**src/rtl/remap_arbiter.sv**
```systemverilog
// Round-robin arbiter sharing one combinational remap unit between NUM_REQ requesters.
// Pipeline: arbitration -> S1 (operand, id) -> remap -> S2 (result, id) -> valid/ready response.

// Piecewise-linear remap in three segments: slope 1/2 below a quarter of the input range,
// slope 1/8 up to three quarters, then slope 1/4 to full scale (assumes M1_W == M2_W + 2).
module remap #(
  parameter int M1_W = 10,
  parameter int M2_W = 8
) (
  input  logic [M1_W-1:0] m1,
  output logic [M2_W-1:0] m2
);

  localparam logic [M1_W-1:0] KNEE_LO  = M1_W'(1) << (M1_W - 2);
  localparam logic [M1_W-1:0] KNEE_HI  = KNEE_LO + (KNEE_LO << 1);
  localparam logic [M2_W-1:0] BASE_MID = M2_W'(1) << (M2_W - 1);
  localparam logic [M2_W-1:0] BASE_HI  = BASE_MID + (BASE_MID >> 1);

  logic [M1_W-1:0] off_mid;
  logic [M1_W-1:0] off_hi;

  always_comb begin
    off_mid = m1 - KNEE_LO;
    off_hi  = m1 - KNEE_HI;
    if (m1 < KNEE_LO) begin
      m2 = M2_W'(m1 >> 1);
    end else if (m1 < KNEE_HI) begin
      m2 = BASE_MID + M2_W'(off_mid >> 3);
    end else begin
      m2 = BASE_HI + M2_W'(off_hi >> 2);
    end
  end

endmodule

module remap_arbiter #(
  parameter int NUM_REQ = 4,
  parameter int ID_W    = 2,
  parameter int M1_W    = 10,
  parameter int M2_W    = 8
) (
  input  logic                    clk,
  input  logic                    rst_n,
  input  logic [NUM_REQ-1:0]      req_valid,
  input  logic [NUM_REQ*M1_W-1:0] req_data,
  output logic [NUM_REQ-1:0]      req_ready,
  output logic                    resp_valid,
  input  logic                    resp_ready,
  output logic [M2_W-1:0]         resp_data,
  output logic [ID_W-1:0]         resp_id,
  input  logic                    flush,
  output logic [1:0]              occupancy
);

  logic            s1_valid;
  logic [M1_W-1:0] s1_m1;
  logic [ID_W-1:0] s1_id;
  logic            s2_valid;
  logic [M2_W-1:0] s2_m2;
  logic [ID_W-1:0] s2_id;
  logic [ID_W-1:0] last;

  logic            s1_load;
  logic            s2_load;
  logic            found;
  logic [ID_W-1:0] grant;
  logic [ID_W-1:0] cand;
  logic            accept;
  logic [M1_W-1:0] sel_m1;
  logic [M2_W-1:0] m2;
  int              idx;

  assign s2_load = !s2_valid || resp_ready;
  assign s1_load = !s1_valid || s2_load;

  // First valid requester searching upward from the one after the last winner.
  always_comb begin
    found = 1'b0;
    grant = '0;
    cand  = '0;
    idx   = 0;
    for (int k = 1; k <= NUM_REQ; k++) begin
      idx  = (int'(last) + k) % NUM_REQ;
      cand = ID_W'(idx);
      if (!found && req_valid[cand]) begin
        grant = cand;
        found = 1'b1;
      end
    end
  end

  // rst_n gating keeps req_ready low throughout reset even with requests pending.
  assign accept    = found && s1_load && !flush && rst_n;
  assign req_ready = accept ? ({{(NUM_REQ-1){1'b0}}, 1'b1} << grant) : '0;
  assign sel_m1    = req_data[int'(grant)*M1_W +: M1_W];

  remap #(
    .M1_W(M1_W),
    .M2_W(M2_W)
  ) u_remap (
    .m1(s1_m1),
    .m2(m2)
  );

  always_ff @(posedge clk or negedge rst_n) begin
    if (!rst_n) begin
      s1_valid <= 1'b0;
      s1_m1    <= '0;
      s1_id    <= '0;
      s2_valid <= 1'b0;
      s2_m2    <= '0;
      s2_id    <= '0;
      last     <= ID_W'(NUM_REQ - 1);
    end else if (flush) begin
      s1_valid <= 1'b0;
      s2_valid <= 1'b0;
    end else begin
      if (s1_load) begin
        s1_valid <= accept;
        if (accept) begin
          s1_m1 <= sel_m1;
          s1_id <= grant;
          last  <= grant;
        end
      end
      if (s2_load) begin
        s2_valid <= s1_valid;
        s2_m2    <= m2;
        s2_id    <= s1_id;
      end
    end
  end

  assign resp_valid = s2_valid;
  assign resp_data  = s2_m2;
  assign resp_id    = s2_id;
  assign occupancy  = {1'b0, s1_valid} + {1'b0, s2_valid};

endmodule

```
**config.mk**
```make
export PLATFORM = sky130hd
export DESIGN_NAME = remap_arbiter
export DESIGN_NICKNAME = d
export VERILOG_FILES = /design/src/rtl/remap_arbiter.sv
export SDC_FILE = /design/constraint.sdc
export NUM_CORES = 1
export LEC_CHECK = 0
export ABC_AREA = 0
export BUFFER_PORTS_ARGS = -buffer_cell sky130_fd_sc_hd__buf_2
export CAP_MARGIN = 20
export CORE_UTILIZATION = 40
export CTS_CLUSTER_SIZE = 40
export DETAILED_ROUTE_END_ITERATION = 6
export PLACE_DENSITY = 0.67
export SLEW_MARGIN = 20
export SYNTH_ARGS = -nofsm -noshare
export SYNTH_HDL_FRONTEND = slang
export SYNTH_HIERARCHICAL = 1
export SYNTH_SLANG_ARGS = --single-unit
```
**constraint.sdc**
```tcl
create_clock -name clk -period 2.3 [get_ports clk]
set_clock_uncertainty 0.15 [all_clocks]
set_input_delay 0.23 -clock clk [delete_from_list [all_inputs] [get_ports clk]]
set_output_delay 0.23 -clock clk [all_outputs]
set_load 0.02 [all_outputs]
```
==> metrics.md <==
| Metric | Value |
|---|---|
| Status | `completed` |
| # diodes | `0` |
| DRT iter0 DRCs | `19` |
| Sequential Area | `628 µm²` |
| Via count | `about 1.3k` |
| Top Ports | `65` |
| Post-layout min period | `approximately 2.2 ns` |
| CTS tree | `built` |
| Worst-Margin Slew | `0.517 ns` |
| DRC | `0` |
| Final HPWL DP | `2.57 mm` |
| Max Clock Freq | `456 MHz` |
| Cell Area, Placed | `around 2000 µm²` |
| Uppermost layer routed | `met4` |
| Clock Pin Slew Worst Setup and Hold Paths | `roughly 0.080 ns` |
| Antenna violations before repair | `0` |
| Initial core utilization | `a little over two fifths` |
| CP endpoint kind | `output pin` |
| Die width | `approximately 66 µm` |
| Hold Slack | `0.0332 ns` |
| Core Box Area | `3800 µm²` |
| CP arrival | `roughly 1.8 ns` |
| Detailed Routing Iterations Pass 1 | `3` |
| Vias/cell | `5.13` |
| WS Path Type | `flip-flop to output pin` |
| First-pass GRT wire length | `5.80 mm` |
| Met3 wire len | `137 µm` |
| Vias in the first global route | `roughly 1.4k` |
| Sw frac | `37.4%` |
| Avg Cell Area, Syn | `between 10 and 15 µm²` |
| Footprint of the multi-input gates | `between 900 and 1000 µm²` |
| Worst setup SP type | `flip-flop` |
| CP max FO | `5` |
| Comb pwr share | `50.8%` |
| Port Buf Inserts | `60` |
| Sequential power share | `a little under two fifths` |
| Area Overhead vs Synth | `28.1%` |
| Root Buffer Master | `clkbuf_8` |
| CTS Buf Count | `3` |
| Power share of the clock group | `approximately an eighth` |
| CTS max path bufs | `2` |
| Largest net degree at the start of global routing | `26` |
| Clk sink count | `25` |
| Fill count | `357` |
| Final Hold Vio Count | `0` |
| Max Cap Viol | `0` |
| Final core occ | `between 50% and 60%` |
| Met1 wire length | `about 1.3 mm` |
| Number of synthesis warnings | `6` |
| Slew margin rel. | `~65%` |
| H-tree Lvls | `1` |
| Antenna Nets Post-Route | `0` |
| Nets | `264` |
| Per-cell routed wire length | `about 13 µm` |
| Mapped Cells | `~140` |
| Mapped cell area | `roughly 1600 µm²` |
| Die Y | `approximately 66 µm` |
| Total Routing Usage GR | `between 10% and 20%` |
| Share of layout cells above drive strength 1 | `between 50% and 60%` |
| Peak supply drop | `between 500 and 600 µV` |
| Worst min-delay path class | `input pin to flip-flop` |
| Routability cong. | `0.728` |
| Die area | `about 4400 µm²` |
| Later-pin clock latency in the skew report | `about 0.27 ns` |
| Sw Pwr | `between 0.0007 and 0.0008 W` |
| WP data required | `1.92 ns` |
| Leakage | `roughly 1.1 nW` |
| Int Power | `about 0.0013 W` |
| Total grt overflow | `0` |
| Power Density | `just under 1000 nW/µm²` |
| Final worst-path cycle share | `a little over nine tenths` |
| Net Count, Synth | `around 190` |
| Final Max Tran Viols | `0` |
| Routed wl met2 | `roughly 1.8 mm` |
| Cell Rows | `22` |
| Routed wire length | `between 3 and 4 mm` |
| Design Area, Final | `2100 µm²` |
| # setup viols final | `0` |
## layout make-up
class | instances | share of cell area, %
clock buffer | 4 | 2.15
inverter | 6 | 1.07
multi-input combinational | 104 | 44.9
sequential | 25 | 29.9
tap | 48 | 2.86
timing repair buffer | 71 | 19.1
## critical path, stage by stage (launching register included)
cell and delay, ns:
dfstp_2 0.58, nor2b_2 0.07, a221oi_4 0.34, buf_12 0.15
nand2_1 0.11, nor3_2 0.14, buf_4 0.16
## registers in the layout (all words and copies together), names as in the netlist
signal	cells
resp_data	8
resp_id	2
s1_valid	1
last	2
s1_id	2
s1_m1	9
resp_valid	1
## metal layers
metal	global-route usage [%]	vias to the layer above
met2	34.3	34
met1	18.3	640
met4	3.46	0
li1	-	648
met5	0	-
met3	3.10	2
## stage by stage
stage / worst slack (ns) / power (W) / std cells / setup TNS (ns)
6_report: 0.109 / 0.00202 / 258 / 0
2_1_floorplan: 0.00914 / 0.00152 / 141 / 0
5_1_grt: -0.00686 / 0.00220 / 258 / -0.00975
3_3_place_gp: 0.285 / 0.00172 / 248 / 0
4_1_cts: 0.0451 / 0.00208 / 257 / 0
3_5_place_dp: 0.248 / 0.00176 / 248 / 0
## power groups by stage
stage	logic [W]	registers (W)	clock network [W]
global route	0.00114	0.000775	0.000282
floorplan	0.000697	0.000828	0
CTS	0.00107	0.000746	0.000265
detailed placement	0.00100	0.000754	0
finish	0.00103	0.000742	0.000253
global placement	0.000977	0.000742	0
## layout by cell type, fill, tap and decap left out, types with 2 or more instances in the layout
cell type,count
buf_2,59
mux2i_1,32
dfrtp_1,23
mux2_2,18
buf_4,10
nand2_1,9
nor2_1,7
inv_1,5
ha_1,5
o21ai_2,5
o21a_1,4
o21ai_0,3
clkbuf_8,3
nand2b_1,2
and2_1,2
dfstp_2,2
## path summary, 6_finish.rpt
check | start | end | slack [ns] | cells after the start
max | last[0]$_DFFE_PN1P_ | req_ready[2] | 0.11 | 6
min | flush | resp_valid$_DFFE_PN0P_ | 0.03 | 2
min reg2reg | s1_id[0]$_DFFE_PN0P_ | s1_id[0]$_DFFE_PN0P_ | 0.35 | 1
max in group asynchronous | rst_n | last[0]$_DFFE_PN1P_ | 1.37 | 3
max reg2reg | last[0]$_DFFE_PN1P_ | s1_m1[1]$_DFFE_PN0P_ | 0.17 | 7
min in group asynchronous | rst_n | s1_id[1]$_DFFE_PN0P_ | 0.34 | 3
## what timing repair did
action | in CTS | in global routing
pin swaps | 2 | 1
resized for setup | 0 | 4
setup buffers | 3 | 2
hold buffers | 1 | 0
gates cloned | 1 | 0
endpoints found under the hold margin | 23 | 0
endpoints found under the setup margin | 2 | 10
(Power assumes the default switching activity.)
